[config.mk]
export PLATFORM = sky130hd
export DESIGN_NAME = sd_hit_logger
export DESIGN_NICKNAME = d
export VERILOG_FILES = /design/src/rtl/sd_pkg.sv /design/src/rtl/sd_ts_fifo.sv /design/src/rtl/sd_hit_logger.sv
export SDC_FILE = /design/constraint.sdc
export NUM_CORES = 1
export LEC_CHECK = 0
export CAP_MARGIN = 20
export CORE_ASPECT_RATIO = 0.75
export CORE_MARGIN = 4
export CORE_UTILIZATION = 57
export CTS_BUF_LIST = sky130_fd_sc_hd__clkbuf_8 sky130_fd_sc_hd__clkbuf_16
export DETAILED_ROUTE_END_ITERATION = 6
export PLACE_DENSITY = 0.75
export SYNTH_ARGS = -nofsm -noshare
export SYNTH_HDL_FRONTEND = slang
export SYNTH_SLANG_ARGS = --single-unit
[constraint.sdc]
create_clock -name clk -period 2.8 [get_ports clk]
set_clock_uncertainty 0.15 [all_clocks]
set_input_delay 0.56 -clock clk [delete_from_list [all_inputs] [get_ports clk]]
set_output_delay 0.56 -clock clk [all_outputs]
set_load 0.01 [all_outputs]
[src/rtl/sd_pkg.sv]
// Shared defaults and occupancy-state encoding for the hit logger.
package sd_pkg;

  localparam int unsigned DEFAULT_DEPTH = 4;
  localparam int unsigned DEFAULT_TS_W  = 8;
  localparam int unsigned DEFAULT_CNT_W = 8;

  typedef enum logic [1:0] {
    OCC_EMPTY   = 2'd0,
    OCC_PARTIAL = 2'd1,
    OCC_FULL    = 2'd2
  } occ_state_e;

endpackage

[src/rtl/sd_ts_fifo.sv]
// Timestamp FIFO with registered head; push and pop may coincide in any state.
module sd_ts_fifo
  import sd_pkg::*;
#(
  parameter int unsigned DEPTH = DEFAULT_DEPTH,
  parameter int unsigned W     = DEFAULT_TS_W
) (
  input  logic         clk,
  input  logic         reset,
  input  logic         flush,
  input  logic         push,
  input  logic         pop,
  input  logic [W-1:0] wdata,
  output logic         valid,
  output logic [W-1:0] rdata,
  output logic         full_c
);

  localparam int unsigned AW = $clog2(DEPTH);
  localparam int unsigned CW = AW + 1;

  logic [W-1:0]  mem [DEPTH];
  logic [AW-1:0] wptr, rptr, rptr_n;
  logic [CW-1:0] count, count_n;
  occ_state_e    state, state_n;
  logic          do_push, do_pop;

  assign full_c  = (state == OCC_FULL);
  assign do_pop  = pop && valid && !flush;
  assign do_push = push && !flush && (!full_c || do_pop);
  assign rptr_n  = do_pop ? rptr + AW'(1) : rptr;

  // Occupancy next-state
  always_comb begin
    count_n = count;
    state_n = state;
    if (flush)                  count_n = '0;
    else if (do_push && !do_pop) count_n = count + CW'(1);
    else if (do_pop && !do_push) count_n = count - CW'(1);
    if (count_n == '0)               state_n = OCC_EMPTY;
    else if (count_n == CW'(DEPTH))  state_n = OCC_FULL;
    else                             state_n = OCC_PARTIAL;
  end

  always_ff @(posedge clk) begin
    if (do_push) mem[wptr] <= wdata;
  end

  // Head register forwards the incoming word when it lands in the next head slot
  always_ff @(posedge clk) begin
    if (reset) begin
      state <= OCC_EMPTY;
      count <= '0;
      wptr  <= '0;
      rptr  <= '0;
      valid <= 1'b0;
      rdata <= '0;
    end else begin
      state <= state_n;
      count <= count_n;
      valid <= (state_n != OCC_EMPTY);
      if (flush) begin
        wptr  <= '0;
        rptr  <= '0;
        rdata <= '0;
      end else begin
        if (do_push) wptr <= wptr + AW'(1);
        rptr <= rptr_n;
        if (state_n != OCC_EMPTY)
          rdata <= (do_push && (wptr == rptr_n)) ? wdata : mem[rptr_n];
      end
    end
  end

endmodule

[src/rtl/sd_hit_logger.sv]
// Timestamps qualified detector hits into a FIFO; counts hits and flags drops.
module sd_hit_logger
  import sd_pkg::*;
#(
  parameter int unsigned DEPTH = DEFAULT_DEPTH,
  parameter int unsigned TS_W  = DEFAULT_TS_W,
  parameter int unsigned CNT_W = DEFAULT_CNT_W
) (
  input  logic             clk,
  input  logic             reset,
  input  logic             hit,
  input  logic             en,
  input  logic             clear,
  input  logic             ts_ready,
  output logic             ts_valid,
  output logic [TS_W-1:0]  ts_data,
  output logic [CNT_W-1:0] hit_count,
  output logic             overflow
);

  logic [TS_W-1:0] ts;
  logic            qhit, pop, full_c;

  assign qhit = hit && en && !clear;
  assign pop  = ts_valid && ts_ready && !clear;

  sd_ts_fifo #(.DEPTH(DEPTH), .W(TS_W)) u_fifo (
    .clk    (clk),
    .reset  (reset),
    .flush  (clear),
    .push   (qhit),
    .pop    (pop),
    .wdata  (ts),
    .valid  (ts_valid),
    .rdata  (ts_data),
    .full_c (full_c)
  );

  // Free-running timestamp; clear does not touch it
  always_ff @(posedge clk) begin
    if (reset) ts <= '0;
    else       ts <= ts + TS_W'(1);
  end

  always_ff @(posedge clk) begin
    if (reset || clear) begin
      hit_count <= '0;
      overflow  <= 1'b0;
    end else begin
      if (qhit && (hit_count != '1)) hit_count <= hit_count + CNT_W'(1);
      if (qhit && full_c && !pop)    overflow  <= 1'b1;
    end
  end

endmodule
Word-level counts from Yosys, hierarchy flattened
Memories as Yosys holds them, arrays and structs flattened. A register that Yosys moved wholly into a read port is not among the register bits.
Cells that the tools add are included.
{"block": "word_totals", "elab_cells": 49, "ram_bits": 32, "mem_count": 1, "regBits": 27}
{"memory": "u_fifo.mem", "depth": 4, "word_bits": 8, "read_ports": 1, "rd_ports_with_merged_regs": 1, "write_ports": 1, "line": "sd_ts_fifo.sv:22", "rtl": "logic [W-1:0] mem [DEPTH];"}
{"block": "op_classes", "reduce_logical": 23, "n_mux": 8, "eq_ne": 3, "addsub": 6}
{"operator": "adder 8 x 1 -> 8 bit, second input constant", "n": 2}
{"operator": "logical AND 1 bit", "n": 13}
{"operator": "2-to-1 mux 3 bit", "n": 3}
{"operator": "!= test 8 bit, second input constant", "n": 1}
{"operator": "2-to-1 mux 2 bit", "n": 3}
{"operator": "logical NOT 1 bit", "n": 5}
{"operator": "adder 2 x 1 -> 2 bit, second input constant", "n": 2}
{"operator": "adder 3 x 1 -> 3 bit, second input constant", "n": 1}
{"operator": "equality test 3 bit, second input constant", "n": 1}
{"operator": "logical NOT 3 bit", "n": 1}
{"operator": "subtractor 3 x 1 -> 3 bit, second input constant", "n": 1}
{"operator": "equality test 2 bit, second input constant", "n": 1}
{"operator": "logical OR 1 bit", "n": 2}
{"operator": "2-to-1 mux 1 bit", "n": 2}
{"operator": "nonzero test 2 bit", "n": 1}
{"operator": "OR reduction 2 bit", "n": 1}

Logic depth before layout (Yosys ltp)
Gate-level depths: netlist (run 1).
{"block": "depth", "word_depth": 15, "depth_mapped": 7, "ltp_nobuf": 6}

Cells and area by module
From an unflattened synthesis (run 1), not the netlist that was laid out.
{"block": "unflattened", "hier_cells": 326, "area_unflattened_um2": 3397.0}
{"mod": "sd_ts_fifo", "cells_each": 243, "seq_area_each_um2": 1321.3, "instances": 1, "area_per_inst_um2": 2615.0}
{"mod": "sd_hit_logger", "cells_each": 83, "seq_area_each_um2": 340.3, "instances": 1, "area_per_inst_um2": 782.0}

Worst setup path after synthesis (run 1)
OpenSTA, ideal clock, no wires.
{"block": "synth_path", "path_type": "in2reg", "start": "input port clear", "end": "memory u_fifo.mem[1][0] (netlist name) (enable)", "setup_slack_ns": 0.547, "setup_time_ns": 0.332, "arrival_ns": 1.771, "stages": 4, "path_buffers": 1, "cell_sequence": "and3b_1 a21boi_1 clkbuf_1 and2_1"}
{"block": "synth_via", "elab_chain_len": 8, "elab_cells_between_ends": 10}
{"item": "from (decl)", "line": "sd_hit_logger.sv:13", "rtl": "input logic clear,"}
{"item": "logical NOT 1 bit *"}
{"item": "logical AND 1 bit", "line": "sd_hit_logger.sv:25", "rtl": "assign pop = ts_valid && ts_ready && !clear;"}
{"item": "logical AND 1 bit (2 in series)", "line": "sd_ts_fifo.sv:29", "rtl": "assign do_pop = pop && valid && !flush;"}
{"item": "logical OR 1 bit", "line": "sd_ts_fifo.sv:30", "rtl": "assign do_push = push && !flush && (!full_c || do_pop);"}
{"item": "logical AND 1 bit *", "line": "sd_ts_fifo.sv:30"}
{"item": "2-to-1 mux 1 bit *", "line": "sd_ts_fifo.sv:46", "rtl": "if (do_push) mem[wptr] <= wdata;"}
{"item": "2-to-1 mux 1 bit (not written as such) *", "line": "sd_ts_fifo.sv:46"}
{"item": "to (decl)", "line": "sd_ts_fifo.sv:22"}
Mark *: on every way between the ends. The rest lies on a longest branch, timed or not.

Worst setup path in the final report (run 1)
{"block": "layout_path", "start": "input port clear", "end": "register u_fifo.rdata[6] (read register of u_fifo.mem)"}
{"block": "layout_via", "elab_chain_len": 15, "elab_cells_between_ends": 22}
{"item": "logical NOT 1 bit"}
{"item": "logical AND 1 bit", "line": "sd_hit_logger.sv:25"}
{"item": "logical AND 1 bit (2 in series)", "line": "sd_ts_fifo.sv:29"}
{"item": "logical OR 1 bit", "line": "sd_ts_fifo.sv:30"}
{"item": "logical AND 1 bit", "line": "sd_ts_fifo.sv:30"}
{"item": "logical NOT 1 bit", "line": "sd_ts_fifo.sv:39", "rtl": "else if (do_pop && !do_push) count_n = count - CW'(1);"}
{"item": "logical AND 1 bit", "line": "sd_ts_fifo.sv:39"}
{"item": "2-to-1 mux 3 bit", "line": "sd_ts_fifo.sv:39"}
{"item": "2-to-1 mux 3 bit", "line": "sd_ts_fifo.sv:38", "rtl": "else if (do_push && !do_pop) count_n = count + CW'(1);"}
{"item": "2-to-1 mux 3 bit", "line": "sd_ts_fifo.sv:37", "rtl": "if (flush) count_n = '0;"}
{"item": "equality test 3 bit", "line": "sd_ts_fifo.sv:41", "rtl": "else if (count_n == CW'(DEPTH)) state_n = OCC_FULL;"}
{"item": "2-to-1 mux 2 bit", "line": "sd_ts_fifo.sv:41"}
{"item": "2-to-1 mux 2 bit", "line": "sd_ts_fifo.sv:40", "rtl": "if (count_n == '0) state_n = OCC_EMPTY;"}
{"item": "nonzero test 2 bit", "line": "sd_ts_fifo.sv:69", "rtl": "if (state_n != OCC_EMPTY)"}
{"item": "to (decl)", "line": "sd_ts_fifo.sv:15", "rtl": "output logic [W-1:0] rdata,"}
Parallel ways exist; a longest one is shown, timed or not.
A chain may end at the register's enable or synchronous reset.

==> run summary, run 1 <==
Worst path max stage delay = 0.53 ns
fin crit period = 2.509 ns
routed length per instance = 17.70 µm
PD cells = 530.3 mW/mm²
GRT Util Overall = 20.89%
Post-CTS Resized = 0
Critical path buffers and inverters = 3
class of the worst hold path = reg2reg
DR pass1 iterations = 4
number of buffers created by CTS = 9
Reg power frac = 55.7%
largest net degree at the start of global routing = 27
final net count = 295
CP endpoint = u_fifo.rdata[6]
Slew @ Worst Pin = 0.7556 ns
postcts setup bufs = 0
Sw Ratio = 22.86%
RR Startpoint = u_fifo.count[0]
Clock Tree Root = clkbuf_8
Final Core Density = 71.52%
switching power = 0.0004319 W
area leader, netlist = edfxtp_1
die width = 91.81 µm
register area share after synthesis = 55.33%
Crit. Startpoint = clear
gp weighted congestion = 0.8844
Leakage = 1.235 nW
Hold Vio Cnt, Final = 0
FP Rows = 22
clk_lat worst skew = 0.34 ns
Critical Path Fanout Max = 9
synthesis warning total = 0
peak supply drop = 0.3986 mV
Period Utilization, post-route = 89.60%
vias in the first global route = 2,017
total congestion overflow = 0
CTS tree = built
reg-to-reg slack, setup = 0.30 ns
initial detailed-routing violation count = 171
Sink Count = 67
# H-tree levels = 3
CP max stage cell = clkdlybuf4s50_1
CP arrival = 2.61 ns
syn_nets = 257
initial core utilization = 60.27%
max_slew headroom = 49.29%
ANT nets after route = 0
CP top delay family = compound AO/OA/AOI/OAI gates
DP Wirelength = 4426 µm
final setup margin = 0.2911 ns
CP Depth = 7
Vias/cell = 5.874
critical path startpoint category = primary input
fmax = 0.3986 GHz
internal power = 0.001458 W
crit path cell chain = clkdlybuf4s50_1, buf_4, and3b_1, buf_4, o21ai_1, o21ai_0, a311oi_1
Yosys top cell area share = 32.00%
# DRC = 0
die area = 0.006506 mm²
n_diodes = 0
CP endpoint kind = flop
drt total wl = 6335 µm
dpl ws = -0.04637 ns
Mean Syn Cell Area = 12.36 µm²
largest cells by area after synthesis = edfxtp_1 (32%), dfxtp_1 (23%), mux4_1 (5.3%)
Comb pwr share = 6.4%
number of port buffers = 23
library cells used by synthesis = 45
outcome = completed
layout cells sized above 1 = 12.94%
Mapped Cells = 243
CTS max path bufs = 2
synth-to-layout area growth = 18.67%
total number of vias = 2,103
CTS hold repair buffers = 0
most used cell, CP = buf_4
RSZ-0062 raised after global routing = false
number of setup violations in the final report = 0
Max Cap Viol = 0
initial antenna violation count = 0
CP required = 2.90 ns
Netlist Area Pre-Place = 0.003003 mm²
worst reg2reg path depth = 7
height of the die = 70.86 µm
number of I/O pins = 24
Slew Limit Fails = 0
reg2reg end = u_fifo.rdata[3]
clock power share = 37.9%
core region area = 0.004982 mm²
number of synthesized register bits = 67
Reg clk slew, reported paths = 0.07 ns
Power Total = 0.001890 W
first-pass GRT wire length = 10,180 µm
Setup CP Type = in2reg
-- per-stage QoR --
stage / TNS, ns / instance area (µm²) / cells / hold slack, ns
2_1_floorplan: 0 / 3003 / 243 / 0.3108
3_3_place_gp: 0 / 3381 / 342 / 0.3189
3_5_place_dp: -0.08511 / 3381 / 342 / 0.3275
4_1_cts: 0 / 3563 / 358 / 0.3373
5_1_grt: 0 / 3563 / 358 / 0.3633
6_report: 0 / 3563 / 358 / 0.3434
-- cells by family (layout without fill, tap and decap cells) --
family,count (synthesis),after routing,synth area share (%)
AOI/OAI and AO/OA,49,49,11.92
and+or+nand+nor,80,80,14.42
DFF,67,67,55.33
buffers and inverters,13,56,2.125
muxes,8,8,6.750
adders and majority gates,8,8,3.333
xor gates and xnor gates,18,18,6.125
-- worst min-delay path by stage --
stage	cells past startpoint	startpoint	slack, ns	end
final	2	overflow	0.34	overflow
after global routing	2	overflow	0.36	overflow
after CTS	2	overflow	0.34	overflow
after detailed placement	2	overflow	0.33	overflow
after global placement	2	overflow	0.32	overflow
after floorplan	1	ts[0]	0.31	ts[0]
-- layout make-up --
cell class              count  area (µm²)
flip-flops and latches     67        1662
well taps                  72       90.09
fillers                   357        1419
inverters                   5       18.77
repair buffers             35       332.8
multi-input cells         163        1277
clock inverters             5       31.28
clock buffers              11       151.4
-- sequential cells by signal (all words and copies together) (netlist names) --
register,count
overflow,1
u_fifo.valid,1
hit_count,8
ts,8
u_fifo.rdata,8
u_fifo.state,2
u_fifo.count,3
u_fifo.rptr,2
u_fifo.mem,32
u_fifo.wptr,2
-- cell usage after synthesis, drive strengths merged --
cell	number
dfxtp	35
edfxtp	32
nor2	23
nand3	15
o21ai	14
xnor2	12
nand2	10
a311oi	9
a2111oi	8
a21oi	8
ha	8
mux4	8
and2	6
and3	6
clkbuf	6
nor2b	6
xor2	6
inv	5
nor3	4
buf	2
nand4	2
nand4b	2
a211oi	1
a21boi	1
a21o	1
a221o	1
a311o	1
a31oi	1
a32oi	1
a41oi	1
and3b	1
nand2b	1
nand3b	1
nor4	1
o211ai	1
o21a	1
or2	1
or3	1
-- power by group through the flow --
stage	Sequential, W	Combinational, W	Clock [W]
3_5_place_dp	0.00107	0.000119	0
2_1_floorplan	0.00107	0.0000715	0
3_3_place_gp	0.00107	0.000117	0
6_report	0.00105	0.000121	0.000716
5_1_grt	0.00106	0.000131	0.000785
4_1_cts	0.00105	0.000121	0.000726
-- routing by layer --
layer / vias to the layer above / track usage [%] / wire, µm
li1: 1008 / - / -
met1: 1010 / 28.27 / 2828
met2: 75 / 30.36 / 2857
met3: 10 / 9.777 / 572
met4: 0 / 5.931 / 76
met5: - / 0 / 0
-- layout by cell type (no fill, tap or decap), drive strengths merged, types with 2 or more instances in the layout --
cell and n:
clkbuf 11, a21oi 8, a311oi 9, ha 8, o21ai 14, nand4 2
clkdlybuf4s50 23, inv 7, a2111oi 8, xnor2 12, nand4b 2, clkinvlp 2
nor2b 6, and2 6, nand3 15, mux4 8, nand2 10, edfxtp 32
and3 6, nor3 4, xor2 6, nor2 23, dfxtp 35, buf 12
-- worst register-to-register path: cells and delay by family, from the launching register on --
family                   cells  cell delay (ns)
flip-flops                   1             0.39
AO/OA/AOI/OAI                3             0.84
buffers and inverters        2             0.28
AND/OR/NAND/NOR              1             0.31
adder cells (fa/ha/maj)      1             0.38
No activity file was read; power rests on OpenSTA's default activity.
==> run 2, diff against run 1 <==
--- a/config.mk
+++ b/config.mk
@@ -8,10 +8,11 @@
 export CAP_MARGIN = 20
 export CORE_ASPECT_RATIO = 0.75
 export CORE_MARGIN = 4
-export CORE_UTILIZATION = 57
+export CORE_UTILIZATION = 58
 export CTS_BUF_LIST = sky130_fd_sc_hd__clkbuf_8 sky130_fd_sc_hd__clkbuf_16
 export DETAILED_ROUTE_END_ITERATION = 6
-export PLACE_DENSITY = 0.75
+export PLACE_DENSITY = 0.76
 export SYNTH_ARGS = -nofsm -noshare
 export SYNTH_HDL_FRONTEND = slang
+export SYNTH_HIERARCHICAL = 1
 export SYNTH_SLANG_ARGS = --single-unit
==> run 2 against run 1 <==
  * Clock power increased by 7.5%
  * Count of clock-buffer cells in the layout fell by 2
  * Final area increased by 15%
  * Global-route usage up 2.8 points
  * Cell count rose by 25%
  * Combinational power fell by 40%
==> run summary, run 2 <==
die area = 0.007158 mm² (+10%)
DR pass1 iterations = 5 (+1)
number of I/O pins = 24 (unchanged)
die width = 96.37 µm (+5.0%)
CP Depth = 9 (+2)
Sw Ratio = 22.00% (-0.85 points)
routed length per instance = 17.47 µm (-1.3%)
Slew @ Worst Pin = 0.4675 ns (-0.2881 ns)
outcome = completed
library cells used by synthesis = 52 (+16%)
largest cells by area after synthesis = edfxtp_1 (28%), dfxtp_1 (21%), mux2i_1 (5.6%)
Reg clk slew, reported paths = 0.07 ns (about the same)
Comb pwr share = 3.9% (-2.5 points)
reg-to-reg slack, setup = 0.31 ns (about the same)
Max Cap Viol = 0 (unchanged)
total congestion overflow = 0 (unchanged)
critical path startpoint category = primary input
most frequent cell after synthesis = dfxtp_1
number of setup violations in the final report = 0 (unchanged)
Worst path max stage delay = 0.53 ns (about the same)
final setup margin = 0.1046 ns (-0.1865 ns)
initial antenna violation count = 0 (unchanged)
gp weighted congestion = 0.8173 (-7.6%)
clock power share = 40.8% (+2.9 points)
Power Total = 0.001885 W (-0.23%)
internal power = 0.001471 W (+0.88%)
commonest non-fill, non-tap cell in the layout = dfxtp_1
syn_nets = 340 (+32%)
GRT Util Overall = 23.74% (+2.8 points)
Leakage = 1.412 nW (+14%)
CP required = 2.86 ns (-0.04 ns)
Critical path buffers and inverters = 2 (-1)
final instance area = 0.004084 mm² (+15%)
# DRC = 0 (unchanged)
Mean Syn Cell Area = 10.42 µm² (-16%)
worst reg2reg path depth = 9 (+2)
reg2reg end = u_fifo/rdata[1]
Largest register FFs = 32 (unchanged)
number of port buffers = 23 (unchanged)
RSZ-0062 raised after global routing = false
drt total wl = 7790 µm (+23%)
Min-Delay Endpoint = u_fifo/rdata[6]
most frequent cells in the layout = dfxtp_1 (35), a21oi_1 (34), edfxtp_1 (32)
Critical Path Fanout Max = 8 (-1)
register area = 0.001662 mm² (unchanged)
Vias/cell = 6.103 (+3.9%)
number of flops mapped to enable cells by yosys = 32 (unchanged)
DP Wirelength = 5501 µm (+24%)
register area share after synthesis = 48.91% (-6.4 points)
final net count = 380 (+29%)
CTS tree = built
initial detailed-routing violation count = 216 (+26%)
ANT nets after route = 0 (unchanged)
Reg power frac = 55.3% (-0.4 points)
initial core utilization = 61.80% (+1.5 points)
FP Rows = 23 (+4.5%)
CP endpoint kind = flop
CP max stage cell = or4b_1
fin cells = 446 (+25%)
clk_lat worst skew = 0.33 ns (about the same)
CTS max path bufs = 2 (unchanged)
Fillers = 396 (+11%)
placed instance area = 0.003866 mm² (+14%)
# H-tree levels = 3 (unchanged)
class of the worst hold path = reg2reg
total number of vias = 2,722 (+29%)
Hold Vio Cnt, Final = 0 (unchanged)
CP top delay family = simple AND/OR/NAND/NOR gates
Top reg by flops = u_fifo/mem
Sink Count = 67 (unchanged)
n_diodes = 0 (unchanged)
crit path cell chain = clkdlybuf4s50_1, nand3b_1, inv_1, nand2b_4, or4b_1, and4b_1, or2_4, o221ai_1, a21oi_1
synth cell count leaders = dfxtp_1 (35), a21oi_1 (34), edfxtp_1 (32)
Post-synth ARST share = 0% (unchanged)
worst hold stages = 2 (unchanged)
dpl ws = -0.3431 ns (-0.2967 ns)
ys flop type = dfxtp_1
fin crit period = 2.695 ns (+0.1865 ns)
synth-to-layout area growth = 20.22%
area leader, netlist = edfxtp_1
max_slew headroom = 68.77% (+19 points)
HP Start = u_fifo/rdata[6]
layout cells sized above 1 = 16.98% (+4.0 points)
CP arrival = 2.76 ns (+0.15 ns)
core region area = 0.005497 mm² (+10%)
synthesis warning total = 6 (+6)
Period Utilization, post-route = 96.26% (+6.7 points)
Fin Hold WS = 0.3279 ns (-0.01549 ns)
Crit. Startpoint = clear
Netlist Area Pre-Place = 0.003397 mm² (+13%)
Yosys top cell area share = 28.29% (-3.7 points)
PD cells = 461.7 mW/mm² (-13%)
peak supply drop = 0.5097 mV (+28%)
switching power = 0.0004148 W (-4.0%)
fmax = 0.3710 GHz (-6.9%)
largest net degree at the start of global routing = 27 (unchanged)
RR Startpoint = u_fifo/valid
multi-input logic area = 0.001633 mm² (+28%)
Clock Tree Root = clkbuf_8
Mapped Cells = 326 (+34%)
placed cell count = 429 (+25%)
number of synthesized register bits = 67 (unchanged)
Slew Limit Fails = 0 (unchanged)
Setup CP Type = in2reg
number of buffers created by CTS = 9 (unchanged)
first-pass GRT wire length = 12,590 µm (+24%)
vias in the first global route = 2,528 (+25%)
height of the die = 74.28 µm (+4.8%)
run 2: power groups by stage:
stage               registers (W)  logic (W)  clock network, W
finish                    0.00104  0.0000727          0.000770
global route              0.00104  0.0000787          0.000852
CTS                       0.00104  0.0000707          0.000792
detailed placement        0.00106  0.0000705                 0
global placement          0.00106  0.0000686                 0
floorplan                 0.00106  0.0000379                 0
run 2: logic make-up (layout without fill, tap and decap cells):
family	after synthesis	count (layout)	share of synthesized area, %
and+or+nand+nor	112	112	18.79
AOI/OAI and AO/OA	79	79	15.43
DFF	67	67	48.91
muxes	28	28	8.582
buffers and inverters	25	70	3.536
adders and majority gates	8	8	2.947
xor gates and xnor gates	7	7	1.805
run 2: layout make-up:
cell class	instances	area share (%)
Clock buffer	9	3.033
Clock inverter	7	1.685
Inverter	6	0.5515
Multi-Input combinational cell	234	39.98
Sequential cell	67	40.69
Tap cell	75	2.298
Timing Repair Buffer	48	11.76
run 2: metrics by stage:
stage	TNS (ns)	util [%]
2_1_floorplan	0	-
3_3_place_gp	-1.889	70.34
3_5_place_dp	-2.835	70.34
4_1_cts	0	73.84
5_1_grt	0	74.30
6_report	0	74.30
run 2: worst max path at each step:
stage | slack [ns] | endpoint
after floorplan | 0.20 | u_fifo/rdata[0]
after global placement | -0.23 | u_fifo/rdata[7]
after detailed placement | -0.34 | u_fifo/rdata[0]
after CTS | 0.005 | u_fifo/rdata[0]
after global routing | 0.00005 | u_fifo/rdata[1]
final | 0.10 | u_fifo/rdata[0]
run 2: routing by layer:
layer,GRT usage [%],vias to the layer above,routed length (µm)
met2,36.42,106,3600
met1,33.44,1299,3515
li1,-,1303,-
met4,9.020,0,137
met5,0,-,0
met3,4.853,14,536
run 2: what timing repair did:
item                                    4_1_cts  5_1_grt
resized for setup                             0        5
endpoints found under the setup margin        0        8
hold buffers                                  0        0
setup buffers                                 0        1
run 2: tightest hold or removal path, stage by stage (launching register included):
cell and delay [ns]:
dfxtp_1 0.32, nand3_1 0.06, a21oi_1 0.06
